===== src/rtl/vram_arbiter_pkg.sv =====
// Shared constants and grant encoding for the VRAM arbiter.
package vram_arbiter_pkg;

  localparam int ADDR_W_DEF    = 17;
  localparam int DATA_W_DEF    = 8;

  // 320x240 frame buffer, one byte per pixel
  localparam int SCREEN_W      = 320;
  localparam int SCREEN_H      = 240;
  localparam int SCREEN_PIXELS = 76800;

  // Who owns the single VRAM port this cycle
  typedef enum logic [1:0] {
    GR_IDLE  = 2'd0,
    GR_DISP  = 2'd1,
    GR_WRITE = 2'd2,
    GR_STEAL = 2'd3
  } grant_t;

endpackage


===== src/rtl/vram_arbiter_sync_fifo.sv =====
// Single-clock FIFO buffering CPU writes; head is visible combinationally.
module sync_fifo #(
  parameter  int WIDTH = 25,
  parameter  int DEPTH = 4,
  localparam int AW    = $clog2(DEPTH),
  localparam int LW    = AW + 1
) (
  input  logic             clk,
  input  logic             rst_n,
  input  logic             push,
  input  logic [WIDTH-1:0] wdata,
  input  logic             pop,
  output logic [WIDTH-1:0] rdata,
  output logic             full,
  output logic             empty,
  output logic [LW-1:0]    level
);

  logic [WIDTH-1:0] mem [DEPTH];
  // One extra pointer bit so a full FIFO differs from an empty one
  logic [AW:0]      wr_ptr, rd_ptr;
  logic             do_push, do_pop;

  assign do_push = push & ~full;
  assign do_pop  = pop & ~empty;
  assign level   = wr_ptr - rd_ptr;
  assign full    = (level == LW'(DEPTH));
  assign empty   = (level == '0);
  assign rdata   = mem[rd_ptr[AW-1:0]];

  // Pointer update; reset discards any buffered entries
  always_ff @(posedge clk or negedge rst_n) begin
    if (!rst_n) begin
      wr_ptr <= '0;
      rd_ptr <= '0;
    end else begin
      if (do_push) wr_ptr <= wr_ptr + 1'b1;
      if (do_pop)  rd_ptr <= rd_ptr + 1'b1;
    end
  end

  // Storage array, no reset needed since contents are gated by the pointers
  always_ff @(posedge clk) begin
    if (do_push) mem[wr_ptr[AW-1:0]] <= wdata;
  end

endmodule


===== src/rtl/vram_arbiter.sv =====
// Single-port VRAM arbiter: display reads win, buffered CPU writes fill the
// gaps, and a write is forced through when the buffer has been full too long.
module vram_arbiter
  import vram_arbiter_pkg::*;
#(
  parameter int ADDR_W     = ADDR_W_DEF,
  parameter int DATA_W     = DATA_W_DEF,
  parameter int FIFO_DEPTH = 4,
  parameter int STARVE_MAX = 15
) (
  input  logic                        clk,
  input  logic                        rst_n,
  input  logic                        cpu_req,
  input  logic [ADDR_W-1:0]           cpu_addr,
  input  logic [DATA_W-1:0]           cpu_wdata,
  output logic                        cpu_ready,
  input  logic                        disp_req,
  input  logic [ADDR_W-1:0]           disp_addr,
  output logic                        disp_valid,
  output logic [DATA_W-1:0]           disp_data,
  output logic                        vram_we,
  output logic [ADDR_W-1:0]           vram_addr,
  output logic [DATA_W-1:0]           vram_wdata,
  input  logic [DATA_W-1:0]           vram_rdata,
  output logic [$clog2(FIFO_DEPTH):0] fifo_level,
  output logic [15:0]                 stall_cnt
);

  localparam int            SW         = $clog2(STARVE_MAX + 1);
  localparam logic [SW-1:0] STARVE_LIM = SW'(STARVE_MAX);

  typedef struct packed {
    logic [ADDR_W-1:0] addr;
    logic [DATA_W-1:0] data;
  } wr_req_t;

  wr_req_t           push_req, head;
  logic              push, pop, full, empty;
  grant_t            grant, last_grant;
  logic [SW-1:0]     starve;
  logic [ADDR_W-1:0] addr_q;
  logic [DATA_W-1:0] wdata_q, rdata_q;

  // Full flag comes straight from the FIFO pointer flops
  assign cpu_ready = ~full;
  assign push      = cpu_req & cpu_ready;
  assign push_req  = {cpu_addr, cpu_wdata};

  sync_fifo #(
    .WIDTH ($bits(wr_req_t)),
    .DEPTH (FIFO_DEPTH)
  ) u_fifo (
    .clk   (clk),
    .rst_n (rst_n),
    .push  (push),
    .wdata (push_req),
    .pop   (pop),
    .rdata (head),
    .full  (full),
    .empty (empty),
    .level (fifo_level)
  );

  // Grant decision; held at IDLE during reset so no access leaks out
  always_comb begin
    grant = GR_IDLE;
    if (!rst_n)                               grant = GR_IDLE;
    else if (starve == STARVE_LIM && !empty)  grant = GR_STEAL;
    else if (disp_req)                        grant = GR_DISP;
    else if (!empty)                          grant = GR_WRITE;
  end

  // VRAM port drive; address/data hold their last value when idle
  always_comb begin
    vram_we    = 1'b0;
    vram_addr  = addr_q;
    vram_wdata = wdata_q;
    pop        = 1'b0;
    case (grant)
      GR_DISP: vram_addr = disp_addr;
      GR_WRITE, GR_STEAL: begin
        vram_we    = 1'b1;
        pop        = 1'b1;
        vram_addr  = head.addr;
        vram_wdata = head.data;
      end
      default: ;
    endcase
  end

  // Previous grant: a display grant returns read data one cycle later
  always_ff @(posedge clk or negedge rst_n) begin
    if (!rst_n) last_grant <= GR_IDLE;
    else        last_grant <= grant;
  end

  // Remember the port values so idle cycles keep the bus stable
  always_ff @(posedge clk or negedge rst_n) begin
    if (!rst_n) begin
      addr_q  <= '0;
      wdata_q <= '0;
    end else begin
      addr_q  <= vram_addr;
      wdata_q <= vram_wdata;
    end
  end

  // Starvation tracking: count full-buffer cycles lost to display reads
  always_ff @(posedge clk or negedge rst_n) begin
    if (!rst_n)                 starve <= '0;
    else if (pop || !full)      starve <= '0;
    else if (grant == GR_DISP)  starve <= starve + SW'(1);
  end

  // Count display requests refused by a forced write, saturating
  always_ff @(posedge clk or negedge rst_n) begin
    if (!rst_n)
      stall_cnt <= '0;
    else if (grant == GR_STEAL && disp_req && stall_cnt != 16'hFFFF)
      stall_cnt <= stall_cnt + 16'd1;
  end

  assign disp_valid = (last_grant == GR_DISP);

  // Last delivered pixel, shown while no new read is returning
  always_ff @(posedge clk or negedge rst_n) begin
    if (!rst_n)          rdata_q <= '0;
    else if (disp_valid) rdata_q <= vram_rdata;
  end

  assign disp_data = disp_valid ? vram_rdata : rdata_q;

endmodule


===== config.mk =====
export PLATFORM = sky130hd
export DESIGN_NAME = vram_arbiter
export DESIGN_NICKNAME = d
export VERILOG_FILES = /design/src/rtl/vram_arbiter_pkg.sv /design/src/rtl/vram_arbiter_sync_fifo.sv /design/src/rtl/vram_arbiter.sv
export SDC_FILE = /design/constraint.sdc
export NUM_CORES = 1
export LEC_CHECK = 0
export BUFFER_PORTS_ARGS = -buffer_cell sky130_fd_sc_hd__buf_2
export CAP_MARGIN = 10
export CORE_MARGIN = 8
export CORE_UTILIZATION = 50
export CTS_CLUSTER_SIZE = 12
export DETAILED_ROUTE_END_ITERATION = 7
export PLACE_DENSITY = 0.68
export SYNTH_ARGS = -nofsm -noshare
export SYNTH_HDL_FRONTEND = slang
export SYNTH_SLANG_ARGS = --single-unit

===== constraint.sdc =====
create_clock -name clk -period 6.99 [get_ports clk]
set_input_delay 0.3495 -clock clk [delete_from_list [all_inputs] [get_ports clk]]
set_output_delay 0.3495 -clock clk [all_outputs]
set_load 0.01 [all_outputs]

==> reports/qor.csv <==
metric;value;unit
fin crit share;0.6109;
clk slew on worst S/H paths;0.06;ns
CP required;6.64;ns
Initial DRC Count;246;
Tightest Hold Check Type;in -> async;
Post-Synth Adder-Cell Area;0.01845;
RSZ-0062 raised after global routing;false;
largest family of logic cells by synthesized area;multiplexers;
switching share of power;0.3191;
vias in the first global route;4144;
clk_skew;0.008638;ns
H-tree depth;4;
DRC;0;
Clk pwr share;0.267;
Final Util;0.6173;
die extent in y;130.1;um
most frequent cells in the layout;buf_2 (107), edfxtp_1 (100), dfrtp_1 (60), nand2_1 (37), mux4_2 (25);
P&R area growth vs syn;20.14;%
Switch Pwr;1071;uW
Simple-Gate Fraction of Synth Area;0.06439;
drt via density;5.478;
Setup Buffers After CTS;0;
Syn Area/Cell;16.61;um^2
Final Hold Fails;0;
Final nets;574;
GPL Wtd Cong;0.7862;
TritonCTS clock tree;yes;
Ys Warns;0;
DIE WIDTH;130.1;um
fraction of layout cells with a size suffix above 1;0.3569;
ys flop type;edfxtp_1;
crit path launch type;register;
CTS Hold Bufs;0;
Critical Path End Type;output pin;
Worst R2R Setup Slack;3.22;ns
PD cells;429.0;mW/mm^2
FF+latch count, synth;161;
Synth Area in XOR/XNOR;0.02921;
crit path kind;reg -> out;
register area share after synthesis;0.6958;
Core ar.;0.01267;mm^2
Leakage;0.003266;uW
row count;41;
commonest non-fill, non-tap cell in the layout;buf_2;
clock sink count;161;
Arr. time, crit path;3.92;ns
Tmin final;4.270;ns
logic gate share of total power;0.312;
Post-DP HPWL;8674;um
routed len/inst;19.34;um
Final Setup Violations;0;
clk buf depth;2;
Total Routing Usage GR;0.1722;
DR vias;3818;
IO buf count;108;
I/O pins;109;
initial core utilization;0.5138;
CP max FO;28;
synthesized instance count;392;
internal power;2285;uW
Async SR Flop Fraction;0.3789;
GRT overflow;0;
Synth Cell Area;0.006510;mm^2
worst slew pin tran;0.9350;ns
setup TNS;0;ns
Worst-Skew Late Latency;0.43;ns
multiplexer area fraction after synthesis;0.1038;
post-synthesis cell type count;44;
sequential fraction of design power;0.420;
Root Buffer;clkbuf_16;
Max Cap Viol;0;
maximum vdd ir drop;230.6;uV
Slew headroom;0.3766;
first-pass GRT wire length;21760;um
post-route ant nets;0;
TritonCTS Buffers;17;
outcome;complete, no violations;
final wirelength;13480;um
Resize count post-CTS;0;
Synth Area in Compound Gates;0.07092;
antenna violations before repair;1;
Syn Nets;455;
die area;0.01693;mm^2
Slew Limit Fails;0;
Post-synth EDFFs;100;
largest net degree at the start of global routing;70;
Highest Clock Rate;234.2;MHz
DRT Pass-1 Iters;4;
flip-flops by register name (all words and copies together) (netlist names):
signal,count
addr_q,17
last_grant,2
rdata_q,8
stall_cnt,16
starve,4
u_fifo.mem,100
u_fifo.rd_ptr,3
u_fifo.wr_ptr,3
wdata_q,8
area by class of cell:
class	instances	area, um^2
Clock buffer	20	436.7
Clock inverter	12	132.6
Timing Repair Buffer	114	588.1
Multi-Input combinational cell	204	1867
Sequential cell	161	4531
Inverter	13	48.80
Fill cell	977	4850
Tap cell	172	215.2
Antenna cell	1	2.502
per-stage QoR:
| stage | std cells | total power [uW] | hold WS [ns] | cell area [um^2] | setup slack (ns) |
|---|---|---|---|---|---|
| 2_1_floorplan | 392 | 2117 | 0.05391 | 6510 | 4.158 |
| 3_3_place_gp | 664 | 2466 | 0.4776 | 7249 | 3.165 |
| 3_5_place_dp | 664 | 2495 | 0.4785 | 7249 | 3.102 |
| 4_1_cts | 696 | 3403 | 0.07887 | 7819 | 2.601 |
| 5_1_grt | 696 | 3542 | 0.1247 | 7819 | 2.395 |
| 6_report | 697 | 3355 | 0.05131 | 7821 | 2.720 |
layer usage:
metal  part of all wire  vias to the layer above  global-route usage
li1                   -                     1754                   -
met1               0.41                     1936              0.2024
met2               0.51                      114              0.2898
met3              0.067                       14             0.05100
met4              0.011                        0             0.07240
met5                  0                        -                   0
final timing paths:
kind,from,end,cells past startpoint
worst max-delay path,u_fifo.rd_ptr[0],vram_addr[8],9
worst min-delay path,rst_n,rdata_q[2],1
worst max register to register,u_fifo.rd_ptr[0],u_fifo.mem[3][0],6
worst min register to register,wdata_q[3],wdata_q[3],2
max in group asynchronous,rst_n,u_fifo.rd_ptr[0],1
min in group clk,cpu_addr[15],u_fifo.mem[1][23],1
power groups by stage:
| stage | Sequential, uW | Clock, uW | Combinational [uW] |
|---|---|---|---|
| floorplan | 1370 | 0 | 751 |
| global placement | 1420 | 0 | 1040 |
| detailed placement | 1440 | 0 | 1060 |
| CTS | 1420 | 913 | 1070 |
| global route | 1450 | 946 | 1150 |
| finish | 1410 | 897 | 1050 |
worst max-delay path, cell delays in order, from the launching register on:
cell	delay [ns]
dfrtp_2	0.73
ha_1	0.38
fa_1	0.42
xnor3_2	0.33
inv_2	0.10
o221ai_2	0.49
inv_2	0.40
a22o_1	0.30
a21o_1	0.18
buf_2	0.15
synth_stat cells (all sizes together) (2+ instances only):
cell / n / area [um^2]
a2111oi: 2 / 23.77
a21o: 17 / 127.6
a21oi: 5 / 25.02
a22o: 17 / 148.9
and2: 6 / 37.54
and3: 2 / 12.51
and4: 2 / 17.52
buf: 7 / 38.78
clkbuf: 7 / 26.28
dfrtp: 61 / 1526
edfxtp: 100 / 3003
ha: 8 / 100.1
inv: 13 / 48.80
mux2: 10 / 112.6
mux4: 25 / 563.0
nand2: 37 / 138.9
nand3: 9 / 45.04
nand4: 7 / 43.79
nor2: 6 / 22.52
nor3: 3 / 15.01
nor4: 6 / 43.79
o211ai: 2 / 15.01
o21ai: 4 / 20.02
o31ai: 3 / 36.28
or3: 2 / 12.51
or4: 2 / 15.01
xnor2: 8 / 70.07
xor2: 11 / 96.34
cells by family after synthesis:
family / Yosys count
AO/OA/AOI/OAI: 56
buffers and inverters: 27
adder cells (fa/ha/maj): 9
multiplexers: 35
flip-flops: 161
XOR/XNOR: 20
AND/OR/NAND/NOR: 84
(Power assumes the default switching activity.)
